### src/rtl/tanimoto_stim_gen.sv
// On-chip stimulus source: loads the Tanimoto threshold BRAM, then streams a ROM vector image
// over AXI-Stream. The threshold load phase is built only when TANIMOTO_STIM_THR_LOAD_EN is defined.
//
// state    | meaning
// IDLE     | waiting for start
// THR_LOAD | writing one threshold entry per cycle
// STREAM   | reading ROM words and offering beats
// DONE     | one-cycle completion pulse
module tanimoto_stim_gen #(
  parameter int BUS_WIDTH    = 128,
  parameter int VECTOR_WIDTH = 920,
  parameter int VEC_NO       = 32,
  parameter int THR_NUM      = 134,
  parameter int THR_DEN      = 34,
  parameter int THR_WIDTH    = 12,
  parameter int ADDR_WIDTH   = $clog2(VECTOR_WIDTH+1),
  localparam int NUM_BEATS   = (VEC_NO*VECTOR_WIDTH+BUS_WIDTH-1)/BUS_WIDTH,
  localparam int BEAT_AW     = $clog2(NUM_BEATS)
) (
  input  logic                  clk,
  input  logic                  rst,
  input  logic                  start,
  input  logic [3:0]            gap,
  output logic                  busy,
  output logic                  done,
  output logic [ADDR_WIDTH-1:0] thr_addr,
  output logic [THR_WIDTH-1:0]  thr_wrdata,
  output logic                  thr_we,
  output logic [BEAT_AW-1:0]    rom_addr,
  output logic                  rom_en,
  input  logic [BUS_WIDTH-1:0]  rom_data,
  output logic [BUS_WIDTH-1:0]  M_AXIS_DATA_tdata,
  output logic                  M_AXIS_DATA_tvalid,
  output logic                  M_AXIS_DATA_tlast,
  input  logic                  M_AXIS_DATA_tready
);

  typedef enum logic [1:0] {IDLE, THR_LOAD, STREAM, DONE} state_t;

  localparam logic [BEAT_AW-1:0] LAST_BEAT = BEAT_AW'(NUM_BEATS-1);

  state_t               state, state_nxt;
  logic [3:0]           gap_r, gap_cnt;
  logic [BEAT_AW-1:0]   rom_addr_r, out_cnt;
  logic                 issue_done, rd_pend;
  logic [BUS_WIDTH-1:0] buf_mem [2];
  logic                 rd_ptr, wr_ptr;
  logic [1:0]           occ, fill;
  logic                 tvalid, hs, last_hs, rd_go, thr_last;

  assign tvalid  = (state == STREAM) && (occ != 2'd0) && (gap_cnt == 4'd0);
  assign hs      = tvalid && M_AXIS_DATA_tready;
  assign last_hs = hs && (out_cnt == LAST_BEAT);
  // occupancy after this cycle's pop plus the read already on its way back
  assign fill    = occ + {1'b0, rd_pend} - {1'b0, hs};
  assign rd_go   = (state == STREAM) && !issue_done && (fill < 2'd2);

  assign busy               = (state != IDLE);
  assign done               = (state == DONE);
  assign rom_en             = rd_go;
  assign rom_addr           = rom_addr_r;
  assign M_AXIS_DATA_tvalid = tvalid;
  assign M_AXIS_DATA_tdata  = buf_mem[rd_ptr];
  assign M_AXIS_DATA_tlast  = tvalid && (out_cnt == LAST_BEAT);

  always_comb begin
    state_nxt = state;
    case (state)
      IDLE: begin
        if (start) begin
`ifdef TANIMOTO_STIM_THR_LOAD_EN
          state_nxt = THR_LOAD;
`else
          state_nxt = STREAM;
`endif
        end
      end
      THR_LOAD: if (thr_last) state_nxt = STREAM;
      STREAM:   if (last_hs) state_nxt = DONE;
      DONE:     state_nxt = IDLE;
      default:  state_nxt = IDLE;
    endcase
  end

  always_ff @(posedge clk) begin
    if (rst) begin
      state      <= IDLE;
      gap_r      <= '0;
      gap_cnt    <= '0;
      rom_addr_r <= '0;
      out_cnt    <= '0;
      issue_done <= 1'b0;
      rd_pend    <= 1'b0;
      buf_mem[0] <= '0;
      buf_mem[1] <= '0;
      rd_ptr     <= 1'b0;
      wr_ptr     <= 1'b0;
      occ        <= '0;
    end else begin
      state <= state_nxt;
      if (state == IDLE && start) gap_r <= gap;
      if (state != STREAM) begin
        gap_cnt    <= '0;
        rom_addr_r <= '0;
        out_cnt    <= '0;
        issue_done <= 1'b0;
        rd_pend    <= 1'b0;
        rd_ptr     <= 1'b0;
        wr_ptr     <= 1'b0;
        occ        <= '0;
      end else begin
        rd_pend <= rd_go;
        if (rd_go) begin
          rom_addr_r <= rom_addr_r + BEAT_AW'(1);
          if (rom_addr_r == LAST_BEAT) issue_done <= 1'b1;
        end
        if (rd_pend) begin
          buf_mem[wr_ptr] <= rom_data;
          wr_ptr          <= ~wr_ptr;
        end
        if (hs) begin
          rd_ptr  <= ~rd_ptr;
          out_cnt <= out_cnt + BEAT_AW'(1);
          gap_cnt <= gap_r;
        end else if (gap_cnt != 4'd0) begin
          gap_cnt <= gap_cnt - 4'd1;
        end
        occ <= fill;
      end
    end
  end

`ifdef TANIMOTO_STIM_THR_LOAD_EN
  localparam int Q0 = THR_NUM / THR_DEN;
  localparam int R0 = THR_NUM % THR_DEN;
  localparam int QW = THR_WIDTH + $clog2(Q0+2) + 1;
  localparam int RW = $clog2(2*THR_DEN) + 1;

  logic [ADDR_WIDTH-1:0] thr_cnt;
  logic [QW-1:0]         q, q_nxt;
  logic [RW-1:0]         r, r_sum, r_nxt;
  logic                  sat;

  assign thr_last = (thr_cnt == ADDR_WIDTH'(VECTOR_WIDTH));

  // floor(c*NUM/DEN) stepped without a divider: r < DEN always, so one correction suffices
  always_comb begin
    r_sum = r + RW'(R0);
    r_nxt = r_sum;
    q_nxt = q + QW'(Q0);
    if (r_sum >= RW'(THR_DEN)) begin
      r_nxt = r_sum - RW'(THR_DEN);
      q_nxt = q + QW'(Q0) + QW'(1);
    end
  end

  always_ff @(posedge clk) begin
    if (rst || state != THR_LOAD) begin
      thr_cnt <= '0;
      q       <= '0;
      r       <= '0;
      sat     <= 1'b0;
    end else begin
      thr_cnt <= thr_cnt + ADDR_WIDTH'(1);
      r       <= r_nxt;
      if (!sat) begin
        q   <= q_nxt;
        sat <= (q_nxt[QW-1:THR_WIDTH] != '0);
      end
    end
  end

  assign thr_we     = (state == THR_LOAD);
  assign thr_addr   = thr_we ? thr_cnt : '0;
  assign thr_wrdata = !thr_we ? '0 : (sat ? '1 : q[THR_WIDTH-1:0]);
`else
  assign thr_last   = 1'b1;
  assign thr_we     = 1'b0;
  assign thr_addr   = '0;
  assign thr_wrdata = '0;
`endif

endmodule

### config.mk
export PLATFORM = sky130hd
export DESIGN_NAME = tanimoto_stim_gen
export DESIGN_NICKNAME = d
export VERILOG_FILES = /design/src/rtl/tanimoto_stim_gen.sv
export SDC_FILE = /design/constraint.sdc
export NUM_CORES = 1
export LEC_CHECK = 0
export ABC_CLOCK_PERIOD_IN_PS = 5500
export CORE_UTILIZATION = 54
export CTS_BUF_LIST = sky130_fd_sc_hd__clkbuf_4 sky130_fd_sc_hd__clkbuf_8 sky130_fd_sc_hd__clkbuf_16
export DETAILED_ROUTE_END_ITERATION = 8
export GPL_ROUTABILITY_DRIVEN = 1
export PLACE_DENSITY = 0.86
export SLEW_MARGIN = 20
export SYNTH_ARGS = -nofsm -noshare
export SYNTH_HDL_FRONTEND = slang
export SYNTH_SLANG_ARGS = --single-unit
export TNS_END_PERCENT = 5
### constraint.sdc
create_clock -name clk -period 5.5 [get_ports clk]
set_clock_uncertainty 0.15 [all_clocks]
set_input_delay 0.825 -clock clk [delete_from_list [all_inputs] [get_ports clk]]
set_output_delay 0.825 -clock clk [all_outputs]
set_load 0.01 [all_outputs]
After elaboration in Yosys (flattened, before gate mapping)
Memories as Yosys holds them, arrays and structs flattened. A register that Yosys moved wholly into a read port is not among the register bits.
Cells that the tools add are included.
- register bits after elaboration: 32
- bits in writable memories: 256
- input port bits: 136
- word-level logic and storage cells: 62
- memories: 1
- add/subtract/negate cells: 5
- order comparisons: 1
- equal/unequal tests: 8
- multiplexer cells: 16
- bitwise gates (word level): 2
- reduce and logical (&&, ||, !) cells: 19
- memory list (name ; depth ; width ; read ports ; clocked after memory_dff ; write ports ; RTL line ; RTL):
    buf_mem ; 2 ; 128 ; 1 ; 1 ; 2 ; 46 ; logic [BUS_WIDTH-1:0] buf_mem [2];
- operators with widths (kind ; count):
    2-to-1 mux 128 bit ; 1
    OR reduction 128 bit ; 1
    adder 8 x 1 -> 8 bit, second input constant ; 2
    == test 8 bit, second input constant ; 2
    2-to-1 mux 1 bit ; 10
    logical AND 1 bit ; 8
    2-to-1 mux 4 bit ; 2
    case mux 2 bit (4 select lines) ; 1
    != test 2 bit, second input constant ; 3
    nonzero test 2 bit ; 3
    == test 2 bit, second input constant ; 2
    zero test 4 bit ; 1
    2-to-1 mux 2 bit ; 2
    AND reduction 2 bit ; 2
    nonzero test 4 bit ; 1
    subtractor 4 x 1 -> 4 bit, second input constant ; 1
    adder 2 x 1 -> 2 bit ; 1
    == test 2 x 1 -> 1 bit, second input constant ; 1
    zero test 2 bit ; 1
    less-than comparator 2 bit, second input constant ; 1
    NOT 1 bit ; 2
    OR reduction 2 bit ; 1
    subtractor 2 x 1 -> 2 bit ; 1
    zero test 1 bit ; 1

Longest topological paths before layout
- word-level depth: 8
- depth in mapped cells: 14

Worst setup path before layout
Ideal clock, no wire load.
- path type: input-to-reg
- from: input rst
- to: memory buf_mem[0][0] (enable)
- setup time: 0.433 ns
- arrival time: 3.368 ns
- required time: 4.917 ns
- path slack: 1.549 ns
- cell stages on the path: 5
- cells stage by stage: or2_2 -> clkbuf_1 -> nor3b_1 -> clkbuf_1 -> or2_2
- RTL lines (what ; RTL line ; RTL):
    start, declared ; 21 ; input logic rst,
    end, declared ; 46 ;

Worst setup path after layout
- from: register gap_cnt[0]
- to: output rom_en
- cells in the longest elaborated chain, start to end: 6
- ends and longest elaborated chain (what ; RTL line ; RTL):
    start, declared ; 43 ; logic [3:0] gap_r, gap_cnt;
    start signal, assigned ; 124 ; gap_cnt <= gap_r;
    start signal, assigned ; 126 ; gap_cnt <= gap_cnt - 4'd1;
    zero test 4 bit ; 51 ; assign tvalid = (state == STREAM) && (occ != 2'd0) && (gap_cnt == 4'd0);
    logical AND 1 bit ; 51 ;
    logical AND 1 bit ; 52 ; assign hs = tvalid && M_AXIS_DATA_tready;
    via hs ; 49 ; logic tvalid, hs, last_hs, rd_go, thr_last;
    subtractor 2 x 1 -> 2 bit ; 55 ; assign fill = occ + {1'b0, rd_pend} - {1'b0, hs};
    less-than comparator 2 bit ; 56 ; assign rd_go = (state == STREAM) && !issue_done && (fill < 2'd2);
    logical AND 1 bit ; 56 ;
    end, declared ; 30 ; output logic rom_en,
The timed path passes the listed nets, and every way through them passes these cells.

==> results.toml <==
[timing]
setup_ws_ns = 0.665
slew_headroom_pct = 35.9
period_needed_ns = 4.84
finalSetupViolCount = 0
finalHoldViolations = 0
finalMaxSlewViolations = 0
worstMarginPinSlew_ns = 0.961
rsz0062_at_grt = "no"
fin_crit_sh_pct = 87.9
fmax_mhz = 207
setup_tns_ns = 0

[clock_tree]
cts_made_buffers = 30
cts_resized = 0
postCtsHoldBufs = 0
post_cts_buffers = 0
cts_tree = "built"
htreeDepth = 1
clock_latency_ns = 0.54
clock-sinks = 289
root_buffer = "clkbuf_16"
clock_path_buffers = 3
clk_pin_slew_ns = 0.06

[placement]
dpl_cell_area_um2 = 15600
hpwl_um = 16900
place_congestion = 0.818
port_buffers = 276
dp_slack_ns = 0.820

[global_route]
grt_max_degree = 76
grt_util_met3_pct = 4.17
grt_pass1_wl_um = 41300
grt_use_met1_pct = 27.6
gr-total-overflow = 0
grt_util_met2_pct = 37.9
antenna_found_initial = 1
grt_pass1_vias = 7696
track_usage_pct = 22.2
busiest_layer = "met2"

[synth]
synthMuxAreaShare_pct = 11.8
yosys.area_share.adder_pct = 0.795
synth_compound_area_share_pct = 1.29
async_flop_share_pct = 0
yosys_warnings = 0
yosys.area_share.simple_pct = 16.1
syn_avg_cell_area_um2 = 14.3
ys_seq_area_share_pct = 66.3
yosysUniqueCellTypes = 41
synth_top_family_by_area = "simple AND/OR/NAND/NOR gates"
synth.cell_area_um2 = 12600
syn_inst = 880
synth-edff-count = 256
ys_ff_latch = 289
synth_flop_cell = "edfxtp_1"
synth_xor_xnor_area_share_pct = 0.596

[power]
power_mw = 4.78
max-vdd-ir-drop_mv = 0.258
power.share.combinational_pct = 7.3
power.share.switching_pct = 20.7
power_density_nw_per_um2 = 289
power.switching_uw = 989
leakagePower_nw = 6.16
intPower_mw = 3.80
clkPwrFrac_pct = 40.8
seq_power_share_pct = 51.9

[setup_path]
worstPathCellList = "inv_1, ha_1, or3b_4, or4_1, inv_2, ha_1, inv_1, ha_1, xnor3_1, and2_1, clkdlybuf4s50_1"
cp.buffers_inverters = 4
critPathKind = "flip-flop to output pin"
cp.arrival_ns = 3.86
crit_top_cell = "ha_1"
critPathCaptureType = "output pin"
r2r_setup_slack_ns = 1.86
crit_slowest_cell = "clkdlybuf4s50_1"
cpPeakStageDelay_ns = 0.57
startpoint_type = "flip-flop"
critPathTopFamily = "simple AND/OR/NAND/NOR gates"
crit_fanout = 10
cp.required_ns = 4.53

[detailed_routing]
drc = 0
wl_per_cell_um = 18.1
antenna_left = 0
firstDrtPassIters = 4
wl_um = 27000
first_iter_violations = 457
via_per_inst = 5.18
via_count = 7692

[outcome]
run_status = "finished clean"

[cells_and_area]
nNetsFinal = 1292
drive_gt1_share_pct = 17.0
final_cell_mix = "clkdlybuf4s50_1 (276), and2_1 (260), edfxtp_1 (256)"
final_common_cell = "clkdlybuf4s50_1"
area_growth_pct = 31.4
utilization_pct = 72.7
final_area_um2 = 16600

[floorplanning]
start_util_pct = 55.3
die_w_um = 155
dieArea_um2 = 23900
rows = 55
coreArea_um2 = 22800
die_h_um = 155
ios = 300

[run]
drv_cap = 0

[min_path]
hold_path.class = "flip-flop to flip-flop"
final timing paths:
kind,cells past startpoint,startpoint,endpoint
min,2,gap_r[0]$_SDFFE_PP0P_,gap_cnt[0]$_SDFFE_PP0P_
max reg2reg,12,gap_cnt[0]$_SDFFE_PP0P_,rom_addr[7]$_SDFFE_PP0P_
max,11,gap_cnt[0]$_SDFFE_PP0P_,rom_en
min reg2reg,2,gap_r[0]$_SDFFE_PP0P_,gap_cnt[0]$_SDFFE_PP0P_
area by class of cell:
| type | count | area, um^2 |
|---|---|---|
| Clock inverter | 21 | 146 |
| Clock buffer | 35 | 806 |
| Fill cell | 1509 | 6220 |
| Multi-Input combinational cell | 533 | 3960 |
| Sequential cell | 289 | 8350 |
| Timing Repair Buffer | 285 | 2870 |
| Tap cell | 313 | 392 |
| Antenna cell | 1 | 2.50 |
| Inverter | 9 | 33.8 |
flip-flops by register name (all words and copies together), names as in the netlist, named ones only:
signal / count
rd_ptr: 1
buf_mem: 256
out_cnt: 8
gap_cnt: 4
occ: 2
issue_done: 1
gap_r: 4
rom_addr: 8
wr_ptr: 1
state: 2
rd_pend: 1
cells by family after synthesis:
| logic type | Yosys count |
|---|---|
| simple gates | 334 |
| flops | 289 |
| mux | 133 |
| buf+inv | 80 |
| compound gates | 28 |
| fa+ha+maj | 8 |
| xor+xnor | 7 |
| other cells | 1 |
worst reg2reg max path: stages, from the launching register on:
cell and delay (ns):
dfxtp_1 0.32, inv_1 0.09, ha_1 0.18, or3b_4 0.43, or4_1 0.56, inv_2 0.23
ha_1 0.27, inv_1 0.06, ha_1 0.14, xnor3_1 0.22, nand4_1 0.24, or4_1 0.56
a21oi_1 0.14
power by group through the flow:
stage          logic (mW)  registers (mW)  clock network, mW
3_5_place_dp        0.348            2.53                  0
5_1_grt             0.371            2.49               2.07
2_1_floorplan       0.138            2.53                  0
6_report            0.348            2.48               1.95
4_1_cts             0.352            2.48               1.98
3_3_place_gp        0.343            2.52                  0
per-layer routing:
metal	up-vias	part of all wire, %
met5	-	0
met4	0	4.1
met3	62	6.4
met2	239	50
met1	3789	40
li1	3602	-
stage by stage:
stage	instances	hold slack (ns)
6_report	1486	0.318
5_1_grt	1486	0.350
4_1_cts	1485	0.314
3_5_place_dp	1429	0.308
3_3_place_gp	1429	0.304
2_1_floorplan	902	0.281
cell usage after synthesis (all sizes together) (2+ instances only):
cell    instances  area (um^2)
nor3b           3         22.5
clkbuf         45          169
nand3           8         40.0
o21ai           6         30.0
nor3            6         30.0
o31ai           2         15.0
or2             4         25.0
xnor2           4         35.0
nand2          12         45.0
and2          260         1630
mux2i           5         50.1
mux2          128         1440
inv             9         33.8
or4             5         41.3
dfxtp          33          661
edfxtp        256         7690
or3             8         52.6
ha              8          100
buf            26          186
nand4           2         12.5
xor2            2         17.5
nor2           19         71.3
a21oi          13         65.1
a211oi          2         15.0
o21a            3         22.5
(Power assumes the default switching activity.)
==> RTL change 1: new RTL, config.mk and constraints unchanged <==
Add a define of `TANIMOTO_STIM_THR_LOAD_EN`.
--- a/src/rtl/tanimoto_stim_gen.sv
+++ b/src/rtl/tanimoto_stim_gen.sv
@@ -6,6 +6,8 @@
 // THR_LOAD | writing one threshold entry per cycle
 // STREAM   | reading ROM words and offering beats
 // DONE     | one-cycle completion pulse
+`define TANIMOTO_STIM_THR_LOAD_EN
+
 module tanimoto_stim_gen #(
   parameter int BUS_WIDTH    = 128,
   parameter int VECTOR_WIDTH = 920,
Formal check against the unedited RTL: not equivalent (a bounded check fails within 4 cycles, from zero or initial values and one cycle with rst high).
==> RTL change 1 against the unedited design <==
  * Non-clock buffer count grew 26
  * Setup slack lost 340 ps
  * Routed wire length grew 30%
  * Sequential cell count grew 34
  * Design area grew 17%
  * Area after synthesis grew 19%
  * Largest cell class unchanged
  * Highest routed layer is now met5
Power is not compared: it rests on default switching activity, and its combinational part moved more than twofold at a synthesized area within 25%.
==> RTL change 1: results (changes against the unedited design) <==
[setup_path]
cp_max_fo=13  ; +3
rr_worst_depth=17  ; +5
reg2reg_slack_ps=1310  ; -550 ps
max_stage_delay_ps=640  ; +70 ps
crit_family=buffers and inverters
crit_slowest_cell=clkdlybuf4s50_1

[routing]
drt_first_iter_violations=689  ; +51%
routed_wl_um=35010  ; +30%
dr.pass1.iters=5  ; +1
avgViaCountPerCell=5.436  ; +5.0%

[place]
numPortBuffers=299  ; +8.3%
place_ws_ps=915.4  ; +95.70 ps
gp_congestion=0.8606  ; +5.3%
dp_hpwl_um=22530  ; +34%

[global_route]
grt_pass1_wl_um=53830  ; +30%
groute.usage.overall_pct=24.27  ; +2.0 points
antenna_found_initial=5  ; +4
grt_start_max_net_pins=118  ; +55%
grt_pass1_vias=9945  ; +29%

[logic_synthesis]
synth_area_leaders=edfxtp_1 51%, and2_1 11%, mux2_2 9.7%, dfxtp_1 8.9%, ha_1 1.7%
synth_commonest_cells=268 x and2_1, 256 x edfxtp_1, 129 x mux2_2, 67 x dfxtp_1, 62 x clkbuf_1
synth_cell_types=68  ; +66%
synth_seq_area_share_pct=60.22  ; -6.1 points

[clock_network]
cts_buffers=35  ; +17%
insertion_delay_ps=510  ; -30 ps
ctsHtreeMaxLevel=2  ; +1

[min_path]
min_to=gap_cnt[3]
min_from=gap_r[3]

[pwr]
netSwitchingFraction_pct=24.35

[sta]
max_freq_mhz=193.1  ; -6.6%
worstMarginPinSlew_ps=941.5  ; -19.79 ps

[status]
outcome=completed

[final_layout]
fillers=1803  ; +19%
fin_nets=1609  ; +25%
final_layout_size_suffix_gt1_share_pct=15.00  ; -2.0 points

RTL change 1: cell types whose count changed in the layout (fill, tap and decap cells not counted), sizes merged, moves of 18 or more:
cell,unedited run,this run
clkdlybuf4s50,276,299
conb,23,0
dfxtp,33,67
inv,9,27
nand2,12,38
nor2,19,59
xnor2,4,22
RTL change 1: kinds of logic (layout without fill, tap and decap cells):
kind of cell / after synthesis / in the layout / synth area share, %
fa+ha+maj: 20 / 20 / 1.669
mux: 131 / 131 / 9.822
buf+inv: 99 / 401 / 3.138
flops: 323 / 323 / 60.22
compound gates: 97 / 97 / 4.373
other cells: 0 / 2 / 0
simple gates: 466 / 466 / 18.18
xor+xnor: 42 / 42 / 2.595
RTL change 1: per-layer routing:
layer  GRT usage [%]  wire length (um)  share of wire, %  up-vias
met5               0                27             0.077        -
met1           28.79             13360                38     4910
li1                -                 -                 -     4719
met3           6.640              2956               8.4       79
met4           9.012              1271               3.6        4
met2           42.14             17400                50      366
RTL change 1: stage by stage:
step	utilization [%]	instance area, um2	power (uW)	hold slack [ps]	instances
global route	71.45	19360	6106	331.6	1854
finish	71.45	19360	5885	313.2	1854
global placement	67.18	18210	3621	299.5	1787
CTS	71.33	19330	5926	316.3	1851
detailed placement	67.19	18210	3658	308.5	1787
floorplan	-	14990	3337	282.2	1178
RTL change 1: cell type report:
| class | instances | share of cell area (%) |
|---|---|---|
| clock inverters | 15 | 0.5750 |
| multi-input cells | 756 | 28.47 |
| inverters | 26 | 0.5040 |
| well taps | 372 | 2.404 |
| repair buffers | 311 | 16.15 |
| flip-flops and latches | 323 | 46.64 |
| clock buffers | 49 | 5.221 |
| diodes | 2 | 0.02584 |
RTL change 1: worst max-delay path by stage:
stage          cells past startpoint           to       start
3_3_place_gp                      14       rom_en  gap_cnt[0]
3_5_place_dp                      14       rom_en  gap_cnt[0]
6_report                          14       rom_en  gap_cnt[0]
2_1_floorplan                     18  rom_addr[7]  gap_cnt[0]
4_1_cts                           14       rom_en  gap_cnt[0]
5_1_grt                           14       rom_en  gap_cnt[0]
RTL change 1: worst min-delay path: cells and delay by family (launching register included):
family / cells / cell delay (ps)
flip-flops: 1 / 310
AO/OA/AOI/OAI: 1 / 50
AND/OR/NAND/NOR: 1 / 60
RTL change 1: power by group through the flow:
stage	clock network [uW]	logic, uW	registers [uW]
2_1_floorplan	0	518	2820
3_3_place_gp	0	784	2840
3_5_place_dp	0	811	2850
4_1_cts	2310	819	2800
5_1_grt	2410	890	2810
6_report	2270	817	2800
==> RTL change 2: new RTL, same flow settings <==
Made on the original files. The 4 states of `state_t` get a one-hot encoding in 4 bits.
--- a/src/rtl/tanimoto_stim_gen.sv
+++ b/src/rtl/tanimoto_stim_gen.sv
@@ -35,7 +35,7 @@
   input  logic                  M_AXIS_DATA_tready
 );
 
-  typedef enum logic [1:0] {IDLE, THR_LOAD, STREAM, DONE} state_t;
+  typedef enum logic [3:0] {IDLE = 4'b0001, THR_LOAD = 4'b0010, STREAM = 4'b0100, DONE = 4'b1000} state_t;
 
   localparam logic [BEAT_AW-1:0] LAST_BEAT = BEAT_AW'(NUM_BEATS-1);
 
Check against the original RTL: no difference found for any inputs over 4 cycles, from zero or initial values and one cycle with rst high; so few cycles prove little.
==> RTL change 2 against the unedited design <==
  * Count of clock-buffer cells in the layout grew 7
  * Largest cell class unchanged
  * Cell count grew 2.0%
  * Non-clock buffer count is the same
  * Total power shrank 2.2%
  * Critical endpoint unchanged
  * Synthesized cell count grew 4.1%
  * Setup slack lost 140 ps
  * Critical path depth shrank 1
  * Sequential cell count grew 1
  * Routed wire length grew 3.8%
  * Combinational power shrank 13%
  * Largest power group unchanged
  * Area after synthesis grew 2.2%
  * Design area grew 1.6%
  * Global-route usage shrank 0.056 points
==> RTL change 2: results (changes against the unedited design) <==
[final_layout]
final_layout_size_suffix_gt1_share_pct=16.39  ; -0.59 points
multi_input_area_um2=4202  ; +6.2%
nMultiInputCombCells=564  ; +5.8%
clk_share_pct=5.544  ; -0.21 points
num-clock-buffers=42  ; +20%
fillers=1548  ; +2.6%
multi_input_area_share_pct=24.99  ; +1.1 points
buffer_area_share_pct=17.13  ; -0.19 points
seq_cells=290  ; +0.35%
stdcell_count=1516  ; +2.0%

[place]
place_area_um2=15880  ; +1.8%
gp_congestion=0.8215  ; +0.49%
place_ws_ps=832.3  ; +12.61 ps

[global_route]
grt_pass1_vias=7693  ; -0.039%
grt_pass1_wl_um=41550  ; +0.50%
grt_util_met2_pct=39.65  ; +1.8 points
grt_util_met1_pct=26.64  ; -0.94 points
groute.usage.overall_pct=22.19  ; -0.056 points

[setup_path]
crit_slowest_cell=or4_4
reg2reg_slack_ps=2210  ; +350 ps
cp_max_fo=9  ; -1

[status]
outcome=completed

[sta]
fin_crit_ps=4979  ; +144.0 ps
hold_slack_ps=318.8  ; +0.9310 ps

[routing]
drt_first_iter_violations=465  ; +1.8%
dr_wl_met2_um=14270  ; +6.0%

[logic_synthesis]
synth_area_leaders=edfxtp_1 60%, and2_1 13%, mux2_2 11%, dfxtp_1 5.3%, mux2i_1 1.5%
synth_seq_area_share_pct=65.00  ; -1.3 points
synth_commonest_cells=258 x and2_1, 256 x edfxtp_1, 129 x mux2_2, 49 x clkbuf_1, 34 x dfxtp_1
avgSynthCellArea_um2=14.05  ; -1.8%

[floorplan]
num_rows=56  ; +1.8%

[pwr]
ir_drop_uv=277.0  ; +7.4%

==> RTL change 2: cell types whose count changed in the layout (fill, tap and decap cells not counted), sizes merged, moves of 4 or more <==
cell    unedited run  this run
nor2              19        23
nand2b             1         9
clkinv            17         7
nand2             12        21
or3                8         4
mux2i              5        19
nor3               6         2
nand4              2         9
clkbuf            35        42
==> RTL change 2: worst paths after layout <==
path                            startpoint           to
worst max-delay path            gap_cnt[0]       rom_en
worst min-delay path              gap_r[0]   gap_cnt[0]
worst max register to register  gap_cnt[0]  rom_addr[2]
worst min register to register    gap_r[0]   gap_cnt[0]
==> RTL change 2: cells by family after synthesis <==
kind of cell,count (synthesis),synth area share [%]
XOR/XNOR,7,0.4762
flip-flops,290,65.00
adder cells (fa/ha/maj),7,0.6803
other,1,0.02913
AND/OR/NAND/NOR,357,16.81
buffers and inverters,84,3.188
multiplexers,148,12.76
AO/OA/AOI/OAI,22,1.050
